$ cat config.mk
export PLATFORM = sky130hd
export DESIGN_NAME = seq_mult_param
export DESIGN_NICKNAME = d
export VERILOG_FILES = /design/src/rtl/seq_mult_param.sv
export SDC_FILE = /design/constraint.sdc
export NUM_CORES = 1
export LEC_CHECK = 0
export ABC_AREA = 0
export BUFFER_PORTS_ARGS = -buffer_cell sky130_fd_sc_hd__buf_2
export CAP_MARGIN = 20
export CORE_MARGIN = 4
export CORE_UTILIZATION = 59
export CTS_CLUSTER_SIZE = 40
export DETAILED_ROUTE_END_ITERATION = 6
export PLACE_DENSITY_LB_ADDON = 0.05
export SETUP_SLACK_MARGIN = 0.3
export SLEW_MARGIN = 15
export SYNTH_ARGS = -nofsm -noshare
export SYNTH_HDL_FRONTEND = slang
export SYNTH_SLANG_ARGS = --single-unit
$ cat constraint.sdc
create_clock -name Clk -period 4.75 [get_ports Clk]
set_input_delay 0.2375 -clock Clk [delete_from_list [all_inputs] [get_ports Clk]]
set_output_delay 0.2375 -clock Clk [all_outputs]
set_load 0.02 [all_outputs]
$ cat src/rtl/seq_mult_param.sv
// Sequential shift-and-add multiplier with an X:A:B accumulator, unsigned or
// two's-complement mode, fixed latency of 2*WIDTH+1 cycles from start to Done.
module seq_mult_param #(
  parameter int WIDTH = 8
) (
  input  logic             Clk,
  input  logic             Reset,
  input  logic             Run,
  input  logic             ClearA_LoadB,
  input  logic             Signed_Mode,
  input  logic [WIDTH-1:0] S,
  output logic [WIDTH-1:0] Aval,
  output logic [WIDTH-1:0] Bval,
  output logic             X,
  output logic             Busy,
  output logic             Done
);

  localparam int CW = $clog2(WIDTH) + 1;
  localparam logic [CW-1:0] LAST  = CW'(WIDTH - 1);
  localparam logic [CW-1:0] ITERS = CW'(WIDTH);

  typedef enum logic [2:0] {IDLE, CLR, ADD, SHIFT, HOLD} state_t;

  state_t                 state;
  logic signed [WIDTH-1:0] a;
  logic signed [WIDTH-1:0] b;
  logic                   x;
  logic [CW-1:0]          count;
  logic                   mode;
  logic                   run_q;
  logic                   run_rise;
  logic [WIDTH:0]         sum;
  logic [CW-1:0]          count_nx;

  // Partial-product step; the top partial product is negative in signed mode,
  // so the last iteration subtracts instead of adding.
  function automatic logic [WIDTH:0] add_step(input logic [WIDTH-1:0] acc,
                                              input logic [WIDTH-1:0] op,
                                              input logic             sgn,
                                              input logic             sub);
    logic [WIDTH:0] ea;
    logic [WIDTH:0] es;
    ea = {sgn & acc[WIDTH-1], acc};
    es = {sgn & op[WIDTH-1], op};
    return sub ? (ea - es) : (ea + es);
  endfunction

  assign run_rise = Run & ~run_q;
  assign sum      = add_step(a, S, mode, mode && (count == LAST));
  assign count_nx = count + CW'(1);

  assign Aval = a;
  assign Bval = b;
  assign X    = x;

  always_ff @(posedge Clk or negedge Reset) begin
    if (!Reset) begin
      state <= IDLE;
      a     <= '0;
      b     <= '0;
      x     <= 1'b0;
      count <= '0;
      mode  <= 1'b0;
      run_q <= 1'b0;
      Busy  <= 1'b0;
      Done  <= 1'b0;
    end else begin
      run_q <= Run;
      Done  <= 1'b0;
      case (state)
        IDLE: begin
          if (ClearA_LoadB) begin
            x <= 1'b0;
            a <= '0;
            b <= S;
          end else if (run_rise) begin
            mode  <= Signed_Mode;
            Busy  <= 1'b1;
            state <= CLR;
          end
        end
        CLR: begin
          x     <= 1'b0;
          a     <= '0;
          count <= '0;
          state <= ADD;
        end
        ADD: begin
          if (b[0]) begin
            a <= sum[WIDTH-1:0];
            x <= sum[WIDTH];
          end
          state <= SHIFT;
        end
        SHIFT: begin
          x     <= mode & x;
          a     <= {x, a[WIDTH-1:1]};
          b     <= {a[0], b[WIDTH-1:1]};
          count <= count_nx;
          if (count_nx < ITERS) begin
            state <= ADD;
          end else begin
            Busy  <= 1'b0;
            Done  <= 1'b1;
            state <= HOLD;
          end
        end
        HOLD: begin
          if (!Run) state <= IDLE;
        end
        default: state <= IDLE;
      endcase
    end
  end

endmodule

==> flow_summary.yaml <==
cells_and_area:
  multi_input_area_um2: 1030
  instances_no_fill: 255
  final_nets: 249
  antennaDiodeCount: 0
  syn_to_final_growth_pct: 13.4
  fillers: 218
  regArea_um2: 701
  fin_util: 0.716
  drive_gt1_frac: 0.188
synthesis:
  synth_common_cells: "dfrtp_1 (28), a21oi_1 (18), nor2_1 (18)"
  synth_edf_count: 0
  synth_top_cells_by_area: "dfrtp_1 (39%), ha_1 (7.0%), a21oi_1 (5.0%), mux2i_1 (4.5%), nor2_1 (3.8%)"
  synth_seq_cells: 28
  synth_area_um2: 1790
  synthXorXnorAreaFrac: 0.0539
  syn_avg_cell_area_um2: 9.31
  synth_mux_area_frac: 0.0574
  ys.flop_type: "dfrtp_1"
  synth_compound_area_frac: 0.215
  yosysSeqAreaShare: 0.392
  synth_top_family_by_area: "compound AO/OA/AOI/OAI gates"
  yosysMostFrequentCell: "dfrtp_1"
  synth_cell_types: 48
  synthAdderAreaFrac: 0.0812
  synthCells: 192
  syn-num-nets: 216
  synthArstFlopShare: 1.00
  synth_top_area_cell: "dfrtp_1"
  ys_warn_count: 0
  synth_top_area_frac: 0.392
  synthSimpleGateAreaFrac: 0.169
floorplan:
  die_w_um: 63.0
  die_y_um: 63.0
  num_rows: 19
  initial_core_util: 0.632
  coreArea_um2: 2830
  dieArea_um2: 3970
  pin_count: 32
power:
  p_int_w: 0.000758
  combPwrFrac: 0.567
  total_power_w: 0.00142
  pwr-share-clk: 0.111
  p_sw_frac: 0.467
  sequentialPowerShare: 0.322
  powerDensity_nw_per_um2: 702
  p_sw_w: 0.000664
  ir_worst_vdd_mv: 0.515
  p_leak_nw: 0.941
global_routing:
  antenna_found_initial: 0
  grt_pass1_wl_um: 6890
  overflow: 0
  grt_pass1_vias: 1553
  grt_use_total: 0.214
  grt_max_degree: 29
clocking:
  postCtsSetupRepairBufs: 0
  cts_buffers: 3
  h-tree-depth: 1
  clk_pin_slew_worst_paths_ns: 0.15
  cts_max_path_buffers: 2
  tritoncts: "done"
  insertion_delay_ns: 0.33
  cts_root_buffer: "clkbuf_4"
  clkSinkCount: 28
worst_hold_path:
  hold_path_class: "input port to flip-flop"
placement:
  io_buffers: 31
  dp.cells: 249
  gp_congestion: 0.886
  dpl.hpwl_um: 3070
  place_ws_ns: 2.13
flow_run:
  maxCapViolCount: 0
routing:
  ant_nets: 0
  finalWirelength_um: 3980
  viasPerCell: 6.22
  drc: 0
  vias: 1586
  firstDrtPassIters: 7
  avgRoutedWirePerCell_um: 15.6
  drt_first_iter_violations: 81
worst_setup_path:
  cp_max_fo: 7
  critPathKind: "flip-flop to flip-flop"
  endpoint_kind: "flip-flop"
  required_ns: 5.03
  worstSetupStartpointType: "flip-flop"
  arrival_ns: 2.92
sta:
  fmax_ghz: 0.378
  fin_tns_setup_ns: 0
  finalMaxSlewViolations: 0
  setup_viol: 0
  min_period_ns: 2.65
  fin_skew_ns: 0.00397
  rsz0062_at_grt: "false"
  setup_slack_ns: 2.10
  relSlewSlack: 0.422
  finalHoldViolations: 0
  final.period_utilization: 0.557
  tightest_slew_ns: 0.866
status:
  outcome: "complete, no violations"
[layout by cell type (no fill, tap or decap), types with 3 or more instances in the layout]
master and instances:
nand2_1 15, dfrtp_1 28, o21ai_0 8, buf_2 31
a22oi_1 6, o21ai_1 7, nor3_1 4, mux2i_1 8
ha_1 10, nor2_1 18, inv_1 8, a21oi_1 18
clkbuf_4 4, o21a_1 4, xor2_1 5, or3_1 3
xnor2_1 6
[stage by stage]
step	hold slack, ns	instance area (µm²)
floorplan	-0.0581	1790
global placement	0.279	1960
detailed placement	0.291	1960
CTS	0.0318	2020
global route	0.0141	2030
finish	0.0409	2030
[layer usage]
metal,GRT usage,routed length [µm],vias up
met5,0,0,-
met3,0.0198,230,12
met4,0.116,99,0
met1,0.295,1760,751
li1,-,-,763
met2,0.332,1880,60
[state kept, by name, summed over array words and instances (netlist names)]
signal  flops
Done        1
Busy        1
Aval        8
run_q       1
Bval        8
mode        1
count       4
X           1
state       3
[layout make-up]
| cell class | instances | area share |
|---|---|---|
| clock inverter | 1 | 0.0148 |
| inverter | 8 | 0.0148 |
| sequential | 28 | 0.346 |
| multi-input combinational | 151 | 0.509 |
| tap | 31 | 0.0191 |
| timing repair buffer | 33 | 0.0852 |
| clock buffer | 3 | 0.0111 |
[power by group through the flow]
| stage | clock network (W) | logic [W] | registers [W] |
|---|---|---|---|
| after floorplan | 0 | 0.000540 | 0.000516 |
| after global placement | 0 | 0.000777 | 0.000453 |
| after detailed placement | 0 | 0.000802 | 0.000463 |
| after CTS | 0.000161 | 0.000808 | 0.000456 |
| after global routing | 0.000175 | 0.000912 | 0.000473 |
| final | 0.000157 | 0.000807 | 0.000458 |
[kinds of logic (layout without fill, tap and decap cells)]
logic type / Yosys count / count (layout)
xor gates and xnor gates: 11 / 11
adders and majority gates: 11 / 11
and+or+nand+nor: 59 / 59
DFF: 28 / 28
AOI/OAI and AO/OA: 60 / 60
buffers and inverters: 13 / 45
muxes: 10 / 10
[path summary, 6_finish.rpt]
check                           startpoint       end  slack (ns)  cells after the start
worst max-delay path              count[0]   Aval[5]        2.10                      9
worst min-delay path                   Run     run_q        0.04                      1
worst max register to register    count[0]   Aval[5]        2.10                      9
worst min register to register    count[1]  count[1]        0.56                      2
max in group asynchronous            Reset   Aval[7]        3.92                      2
min in group asynchronous            Reset  count[2]        0.43                      2
[what timing repair did]
| action | 4_1_cts | 5_1_grt |
|---|---|---|
| setup endpoints to repair | 0 | 0 |
| hold endpoints to repair | 28 | 0 |
| gates resized for setup | 0 | 0 |
| hold buffers | 1 | 0 |
[critical path, stage by stage (launching register included)]
cell      delay [ns]
dfrtp_1         0.41
ha_1            0.22
nand4b_1        0.30
a21oi_1         0.35
ha_1            0.29
nor2b_1         0.14
o31a_1          0.28
o21a_1          0.19
or3_1           0.34
nand3_1         0.08
No activity file was read; power rests on OpenSTA's default activity.
